### src/rtl/btb_assoc_pkg.sv
// Shared frontend types for the branch target buffer.
//   VLEN             virtual address width
//   INSTR_PER_FETCH  instruction slots per fetch block
//   btb_update_t     {valid, pc, target_address} from the branch unit
//   btb_prediction_t {valid, target_address} per fetch slot
package btb_assoc_pkg;

  localparam int unsigned VLEN            = 32;
  localparam int unsigned INSTR_PER_FETCH = 2;

  typedef struct packed {
    logic            valid;
    logic [VLEN-1:0] pc;
    logic [VLEN-1:0] target_address;
  } btb_update_t;

  typedef struct packed {
    logic            valid;
    logic [VLEN-1:0] target_address;
  } btb_prediction_t;

endpackage

### src/rtl/btb_assoc_way_select.sv
// Victim selection for one (set, slot).
//   valid_i   per-way valid bits (pre-edge state)
//   rr_i      current round-robin pointer
//   victim_o  lowest-index invalid way, else the rr way
//   rr_next_o rr_i if an invalid way exists, else rr_i+1 (wraps, NR_WAYS pow2)
module btb_way_select #(
  parameter  int unsigned NR_WAYS = 2,
  localparam int unsigned RR_W    = (NR_WAYS > 1) ? $clog2(NR_WAYS) : 1
) (
  input  logic [NR_WAYS-1:0] valid_i,
  input  logic [RR_W-1:0]    rr_i,
  output logic [RR_W-1:0]    victim_o,
  output logic [RR_W-1:0]    rr_next_o
);

  logic found;

  always_comb begin
    victim_o = rr_i;
    found    = 1'b0;
    for (int unsigned w = 0; w < NR_WAYS; w++) begin
      if (!valid_i[w] && !found) begin
        victim_o = RR_W'(w);
        found    = 1'b1;
      end
    end
    if (found)             rr_next_o = rr_i;
    else if (NR_WAYS > 1)  rr_next_o = RR_W'(rr_i + 1'b1);
    else                   rr_next_o = '0;
  end

endmodule

### src/rtl/btb_assoc.sv
// Tagged N-way set-associative branch target buffer.
//   clk_i, rst_ni      clock, asynchronous active-low reset
//   clr_i              synchronous clear of all state
//   flush_i            invalidate all entries, reset rr pointers
//   debug_mode_i       blocks updates/invalidates, lookups still served
//   vpc_i              fetch PC, combinational lookup
//   btb_update_i       install/overwrite a target from the branch unit
//   inv_valid_i/inv_pc_i  invalidate the entry matching inv_pc_i
//   btb_prediction_o   per-slot {valid, target}
module btb_assoc
  import btb_assoc_pkg::*;
#(
  parameter int unsigned NR_ENTRIES = 32,
  parameter int unsigned NR_WAYS    = 2,
  parameter int unsigned TAG_BITS   = 8
) (
  input  logic                                   clk_i,
  input  logic                                   rst_ni,
  input  logic                                   clr_i,
  input  logic                                   flush_i,
  input  logic                                   debug_mode_i,
  input  logic [VLEN-1:0]                        vpc_i,
  input  btb_update_t                            btb_update_i,
  input  logic                                   inv_valid_i,
  input  logic [VLEN-1:0]                        inv_pc_i,
  output btb_prediction_t [INSTR_PER_FETCH-1:0]  btb_prediction_o
);

  localparam int unsigned IPF             = INSTR_PER_FETCH;
  localparam int unsigned OFFSET          = 1;
  localparam int unsigned ROW_BITS        = $clog2(IPF);
  localparam int unsigned NR_SETS         = NR_ENTRIES / (IPF * NR_WAYS);
  localparam int unsigned SET_BITS        = $clog2(NR_SETS);
  localparam int unsigned PREDICTION_BITS = SET_BITS + ROW_BITS + OFFSET;
  localparam int unsigned SET_W           = (SET_BITS > 0) ? SET_BITS : 1;
  localparam int unsigned SLOT_W          = (ROW_BITS > 0) ? ROW_BITS : 1;
  localparam int unsigned RR_W            = (NR_WAYS > 1) ? $clog2(NR_WAYS) : 1;

  if (NR_ENTRIES == 0 || (NR_ENTRIES & (NR_ENTRIES - 1)) != 0) begin : g_chk_entries
    $error("NR_ENTRIES must be a power of two");
  end
  if (NR_WAYS == 0 || (NR_WAYS & (NR_WAYS - 1)) != 0) begin : g_chk_ways
    $error("NR_WAYS must be a power of two");
  end
  if (NR_ENTRIES < IPF * NR_WAYS) begin : g_chk_size
    $error("NR_ENTRIES must be >= INSTR_PER_FETCH*NR_WAYS");
  end
  if (TAG_BITS < 1 || PREDICTION_BITS + TAG_BITS > VLEN) begin : g_chk_tag
    $error("TAG_BITS out of range");
  end

  typedef struct packed {
    logic                valid;
    logic [TAG_BITS-1:0] tag;
    logic [VLEN-1:0]     target;
  } entry_t;

  function automatic logic [SET_W-1:0] set_of(input logic [VLEN-1:0] pc);
    return SET_W'(pc >> (ROW_BITS + OFFSET)) & SET_W'(NR_SETS - 1);
  endfunction

  function automatic logic [SLOT_W-1:0] slot_of(input logic [VLEN-1:0] pc);
    return SLOT_W'(pc >> OFFSET) & SLOT_W'(IPF - 1);
  endfunction

  function automatic logic [TAG_BITS-1:0] tag_of(input logic [VLEN-1:0] pc);
    return pc[PREDICTION_BITS +: TAG_BITS];
  endfunction

  entry_t          entry_q [NR_SETS][IPF][NR_WAYS];
  entry_t          entry_d [NR_SETS][IPF][NR_WAYS];
  logic [RR_W-1:0] rr_q    [NR_SETS][IPF];
  logic [RR_W-1:0] rr_d    [NR_SETS][IPF];

  logic [SET_W-1:0]    upd_set, inv_set, lk_set;
  logic [SLOT_W-1:0]   upd_slot, inv_slot;
  logic [TAG_BITS-1:0] upd_tag, inv_tag, lk_tag;

  assign upd_set  = set_of(btb_update_i.pc);
  assign upd_slot = slot_of(btb_update_i.pc);
  assign upd_tag  = tag_of(btb_update_i.pc);
  assign inv_set  = set_of(inv_pc_i);
  assign inv_slot = slot_of(inv_pc_i);
  assign inv_tag  = tag_of(inv_pc_i);
  assign lk_set   = set_of(vpc_i);
  assign lk_tag   = tag_of(vpc_i);

  logic [RR_W-1:0] victim  [IPF];
  logic [RR_W-1:0] rr_nxt  [IPF];

  // One selector per slot, all looking at the set addressed by the update.
  for (genvar g = 0; g < IPF; g++) begin : g_slot
    logic [NR_WAYS-1:0] valid_vec;
    always_comb begin
      valid_vec = '0;
      for (int unsigned w = 0; w < NR_WAYS; w++) begin
        valid_vec[w] = entry_q[upd_set][g][w].valid;
      end
    end
    btb_way_select #(.NR_WAYS(NR_WAYS)) i_way_select (
      .valid_i   (valid_vec),
      .rr_i      (rr_q[upd_set][g]),
      .victim_o  (victim[g]),
      .rr_next_o (rr_nxt[g])
    );
  end

  logic            upd_en, inv_en, same_entry, do_write;
  logic            upd_hit, inv_hit;
  logic [RR_W-1:0] upd_hit_way, inv_way, write_way;

  always_comb begin
    upd_en      = btb_update_i.valid && !debug_mode_i;
    inv_en      = inv_valid_i && !debug_mode_i;
    upd_hit     = 1'b0;
    upd_hit_way = '0;
    inv_hit     = 1'b0;
    inv_way     = '0;
    for (int unsigned w = 0; w < NR_WAYS; w++) begin
      if (!upd_hit && entry_q[upd_set][upd_slot][w].valid &&
          entry_q[upd_set][upd_slot][w].tag == upd_tag) begin
        upd_hit     = 1'b1;
        upd_hit_way = RR_W'(w);
      end
      if (!inv_hit && entry_q[inv_set][inv_slot][w].valid &&
          entry_q[inv_set][inv_slot][w].tag == inv_tag) begin
        inv_hit = 1'b1;
        inv_way = RR_W'(w);
      end
    end
    // Invalidate beats an update aimed at the same entry: the update is
    // dropped entirely so it neither allocates nor advances rr.
    same_entry = upd_en && inv_en && upd_set == inv_set &&
                 upd_slot == inv_slot && upd_tag == inv_tag;
    do_write   = upd_en && !same_entry;
    write_way  = upd_hit ? upd_hit_way : victim[upd_slot];

    entry_d = entry_q;
    rr_d    = rr_q;
    if (clr_i) begin
      for (int unsigned s = 0; s < NR_SETS; s++) begin
        for (int unsigned i = 0; i < IPF; i++) begin
          rr_d[s][i] = '0;
          for (int unsigned w = 0; w < NR_WAYS; w++) entry_d[s][i][w] = '0;
        end
      end
    end else if (flush_i) begin
      for (int unsigned s = 0; s < NR_SETS; s++) begin
        for (int unsigned i = 0; i < IPF; i++) begin
          rr_d[s][i] = '0;
          for (int unsigned w = 0; w < NR_WAYS; w++) entry_d[s][i][w].valid = 1'b0;
        end
      end
    end else begin
      if (do_write) begin
        entry_d[upd_set][upd_slot][write_way].valid  = 1'b1;
        entry_d[upd_set][upd_slot][write_way].tag    = upd_tag;
        entry_d[upd_set][upd_slot][write_way].target = btb_update_i.target_address;
        if (!upd_hit) rr_d[upd_set][upd_slot] = rr_nxt[upd_slot];
      end
      // A way being overwritten by the update already loses its old entry;
      // clearing valid there would also discard the freshly written one.
      if (inv_en && inv_hit &&
          !(do_write && upd_set == inv_set && upd_slot == inv_slot && write_way == inv_way)) begin
        entry_d[inv_set][inv_slot][inv_way].valid = 1'b0;
      end
    end
  end

  always_ff @(posedge clk_i or negedge rst_ni) begin
    if (!rst_ni) begin
      for (int unsigned s = 0; s < NR_SETS; s++) begin
        for (int unsigned i = 0; i < IPF; i++) begin
          rr_q[s][i] <= '0;
          for (int unsigned w = 0; w < NR_WAYS; w++) entry_q[s][i][w] <= '0;
        end
      end
    end else begin
      entry_q <= entry_d;
      rr_q    <= rr_d;
    end
  end

  always_comb begin
    btb_prediction_o = '0;
    for (int unsigned i = 0; i < IPF; i++) begin
      for (int unsigned w = 0; w < NR_WAYS; w++) begin
        if (entry_q[lk_set][i][w].valid && entry_q[lk_set][i][w].tag == lk_tag) begin
          btb_prediction_o[i].valid          = 1'b1;
          btb_prediction_o[i].target_address = btb_prediction_o[i].target_address |
                                               entry_q[lk_set][i][w].target;
        end
      end
    end
  end

endmodule

### config.mk
export PLATFORM = sky130hd
export DESIGN_NAME = btb_assoc
export DESIGN_NICKNAME = d
export VERILOG_FILES = /design/src/rtl/btb_assoc_pkg.sv /design/src/rtl/btb_assoc_way_select.sv /design/src/rtl/btb_assoc.sv
export SDC_FILE = /design/constraint.sdc
export NUM_CORES = 2
export LEC_CHECK = 0
export CORE_UTILIZATION = 65
export DETAILED_ROUTE_END_ITERATION = 12
export PLACE_DENSITY_LB_ADDON = 0.1
export SYNTH_ARGS = -nofsm -noshare
export SYNTH_HDL_FRONTEND = slang
export SYNTH_HIERARCHICAL = 1
export SYNTH_SLANG_ARGS = --single-unit
### constraint.sdc
create_clock -name clk_i -period 6.3 [get_ports clk_i]
set_input_delay 0.63 -clock clk_i [delete_from_list [all_inputs] [get_ports clk_i]]
set_output_delay 0.63 -clock clk_i [all_outputs]
set_load 0.01 [all_outputs]
Word level (Yosys, flattened, before mapping)
Cells that the tools add are included.
{"block": "totals", "inputBits": 135, "output_inout_bits": 66, "ff_bits": 1328}
{"block": "op_classes", "n_bitwise": 9, "n_reduce_logical": 39, "n_lt_le_gt_ge": 13, "addsub": 2, "n_eq_ne": 14, "n_mux": 151}
{"operator": "1312-bit two-way mux", "n": 5}
{"operator": "1312-bit bitwise mux", "n": 4}
{"operator": "164-bit demux with 3-bit select", "n": 4}
{"operator": "164-bit two-way mux", "n": 10}
{"operator": "164-bit binary-select mux with 3-bit select", "n": 3}
{"operator": "40-bit two-way mux", "n": 33}
{"operator": "82-bit two-way mux", "n": 10}
{"operator": "82-bit demux with 1-bit select", "n": 4}
{"operator": "41-bit demux with 1-bit select", "n": 4}
{"operator": "33-bit two-way mux", "n": 4}
{"operator": "41-bit two-way mux", "n": 2}
{"operator": "8-bit equality test", "n": 9}
{"operator": "16-bit two-way mux", "n": 4}
{"operator": "32-bit OR", "n": 2}
{"operator": "1-bit two-way mux", "n": 56}
{"operator": "32-bit two-way mux", "n": 1}
{"operator": "1-bit logical AND", "n": 30}
{"operator": "16-bit bitwise mux", "n": 1}
{"operator": "4-bit >= comparator, second input constant", "n": 3}
{"operator": "3-bit inverter with 4-bit output", "n": 3}
{"operator": "2-bit >= comparator, second input constant", "n": 4}
{"operator": "2-bit by 1-bit less-than comparator with 1-bit output, second input constant", "n": 4}
{"operator": "4-bit by 1-bit less-than comparator with 1-bit output, second input constant", "n": 2}
{"operator": "1-bit inverter with 2-bit output", "n": 4}
{"operator": "12 further kinds", "n": 22}

Logic depth before layout (Yosys ltp)
{"block": "depth", "word_depth": 34, "mapped_depth": 18, "mapped_depth_nobuf": 10}

By module
Netlist, hierarchy kept.
{"mod": "btb_assoc", "area_per_inst_um2": 70915.5, "n_inst": 1, "cells_per_inst": 6323, "seq_area_each_um2": 33231.9}
{"mod": "btb_way_select", "area_per_inst_um2": 23.8, "n_inst": 2, "cells_per_inst": 4, "seq_area_each_um2": 0.0}

Worst setup path before layout
OpenSTA, ideal clock, no wires.
{"block": "synth_path", "kind": "input to output", "start": "input vpc_i[2]", "end": "output btb_prediction_o[11] (netlist bit)", "path_slack_ns": 2.403, "path_buffers": 6, "required_time_ns": 5.670, "cell_stages": 9, "t_arrival_ns": 3.267, "cell_sequence": "clkbuf_1 buf_2 buf_2 buf_2 buf_2 buf_1 mux4_2 mux2i_1 o22ai_1"}
{"element": "start, declared", "line": "btb_assoc.sv:22", "source": "input logic [VLEN-1:0] vpc_i,"}
{"element": "end, declared", "line": "btb_assoc.sv:26", "source": "output btb_prediction_t [INSTR_PER_FETCH-1:0] btb_prediction_o"}

==> metrics.txt <==
flops & latches, synth=1328; DRC=0; area fraction in and, or, nand and nor cells after synthesis=9.64%; antenna violations before repair=9; WP depth=10; Critical-path top delay cell=clkdlybuf4s50_1; Root Driver=clkbuf_16; Layout area overhead=10.4%; status=completed; FMAX=185 MHz; max cap viols=0; cell family with most CP delay=buffers and inverters; GR Overflow Total=0; Max rail drop VDD=0.268 mV; Vias per Instance=7.44; Final Hold Viols=0; Arr. time, crit path=4780 ps; Net Sw Frac=25.3%; Reg power frac=45.5%; Synth cell types=93; Post-synth EDFFs=0; dpl cell area=73500 sq um; synthesized area=71000 sq um; starting DRC count in detailed routing=8279; adder-cell share of the synthesized area=0%; post-CTS setup buffer count=0; number of antenna-violating nets in the routed design=0; final instance area=78300 sq um; Initial Util=65.9%; layout cell share with drive strength beyond 1=15.7%; CP Cell Sequence=buf_8 > buf_4 > mux4_2 > mux2i_1 > xnor2_1 > nor4_1 > nand4_1 > buf_4 > o22ai_1 > clkdlybuf4s50_1; Pins Over Slew Limit=0; crit share post-route=85.8%; CP max FO=33; Power Density=240 nW/um^2; startpoint types=input port; Post-Route Skew=49.3 ps; Core Rows=120; clk slew on worst S/H paths=60 ps; Final Instance Count excl. Fillers=7652; vias in the first global route=57283; H-Tree Depth=4; clk buf depth=3; WP buf/inv=4; cells after synthesis=6331; DR WL/cell=32.8 microns; post-synthesis area per instance=11.2 sq um; first-pass GRT wire length=375 mm; DP HPWL=151 mm; IO Count=201; Most common cell on crit path=buf_4; commonest cells after routing, fill and taps aside=dfrtp_1, mux2i_1, nand2_1; placed cells=7392; Crit Path Class=in2out; Syn Nets=6466; main combinational cell family by area after synthesis=multiplexers; WHS=381 ps; CTS sink count=1328; Net Sw Power=4.76 mW; Die ar.=111000 sq um; xor and xnor area share after synthesis=0.827%; Final nets=6268; core footprint=108000 sq um; WL final=251 mm; placer congestion estimate=1.05; CP required=5670 ps; commonest non-fill, non-tap cell in the layout=dfrtp_1; PortBufs=139; Hold Path Depth=2; Worst R2R Path Depth=9; Final Critical Period=5410 ps; Die H=332 microns; Hold Path Class=in2reg; via count=56958; CTS tree=built; LEAKAGE=37.0 nW; slowest stage delay, CP=650 ps; largest net degree at the start of global routing=225; dominant synthesized flop cell=dfrtp_1; Int Power=14.0 mW; Clk Latency, worst-skew pair=790 ps; Sum Neg Setup Slack=0 ps; Synth Area in Compound Gates=11.0%; mux contribution to synthesized area=26.9%; combinational fraction of design power=7.9%; ys async rst share=100%; share of the yosys chip area belonging to registers=46.8%; crit end category=primary output; Clk pwr share=46.5%; die width=332 microns; RSZ-0062 raised after global routing=no; CTS Buf Count=141; YS warnings=6; Tot GR Track Use=45.7%; max_slew headroom=11.8%; pin slew with the least headroom to its limit=1320 ps; Final Power=18.8 mW; Pre-antenna DRT Iters=8; Finish-stage setup viols=0
[stage by stage]
step	setup WS, ps	utilization (%)
final	893	72.8
after global routing	985	72.8
after CTS	1130	72.7
after detailed placement	922	68.2
after global placement	984	68.2
after floorplan	2400	-
[cell type report]
class	instances	area, sq um
well taps	1403	1760
clock buffers	208	4270
diodes	10	25.0
flip-flops and latches	1328	33200
fillers	7314	29300
inverters	59	229
repair buffers	363	3590
multi-input cells	4240	34700
clock inverters	41	577
[metal layers]
metal	routed length, microns	global-route usage [%]	share of wire, %
met1	90300	60.1	36
met4	21400	32.0	8.5
met3	30300	12.3	12
met5	13	0	0.0052
met2	109000	66.3	43
[power groups by stage]
stage	Clock (mW)	Sequential, mW	Combinational [mW]
2_1_floorplan	0	8.71	0.763
5_1_grt	9.08	8.56	1.53
3_3_place_gp	0	8.71	1.42
4_1_cts	8.75	8.56	1.43
6_report	8.74	8.56	1.49
3_5_place_dp	0	8.71	1.43
[worst paths after layout]
kind	from	endpoint	slack [ps]
worst max-delay path	vpc_i[2]	btb_prediction_o[26]	890
worst min-delay path	clr_i	entry_q[269]$_DFFE_PN0P_	380
worst max register to register	entry_q[240]$_DFFE_PN0P_	entry_q[238]$_DFFE_PN0P_	1940
worst min register to register	entry_q[523]$_DFFE_PN0P_	entry_q[523]$_DFFE_PN0P_	490
max in group asynchronous	rst_ni	rr_q[5]$_DFFE_PN0P_	4040
min in group asynchronous	rst_ni	entry_q[884]$_DFFE_PN0P_	470
[cell families after synthesis]
kind of cell           Yosys count
buffers and inverters          763
flip-flops                    1328
AO/OA/AOI/OAI                 1188
XOR/XNOR                        67
multiplexers                  1432
AND/OR/NAND/NOR               1553
[state kept, by name, summed over array words and instances (netlist names)]
register,cells
rr_q,16
entry_q,1312
[worst register-to-register path: stages, from the launching register on]
cell	delay, ps
dfrtp_1	430
mux2_2	280
a221oi_1	250
o221ai_1	520
o2111ai_1	390
and4b_1	410
and2_1	450
a32oi_4	290
buf_4	850
mux2i_1	380
[synthesized netlist by cell type, drive strengths merged (47+ instances only)]
library cell     n  area share [%]
a21oi          233             1.6
mux2i          993              14
mux2            65             1.0
nor2            82            0.44
nand4           91            0.80
inv             55            0.29
nand2          949             5.0
xnor2           56            0.69
buf            254             2.1
o32ai           47            0.58
o22ai           81            0.71
mux4           374              12
clkbuf         450             2.4
o211ai          71            0.75
a31o            55            0.68
dfrtp         1328              47
o21ai          377             2.7
nand3          234             1.7
nor3            85            0.65
[timing repair]
item / CTS / global route
endpoints found under the setup margin: 0 / 0
gates resized for setup: 0 / 0
endpoints found under the hold margin: 136 / 0
hold buffers: 1 / 0
Power figures use the tool's default switching activity.
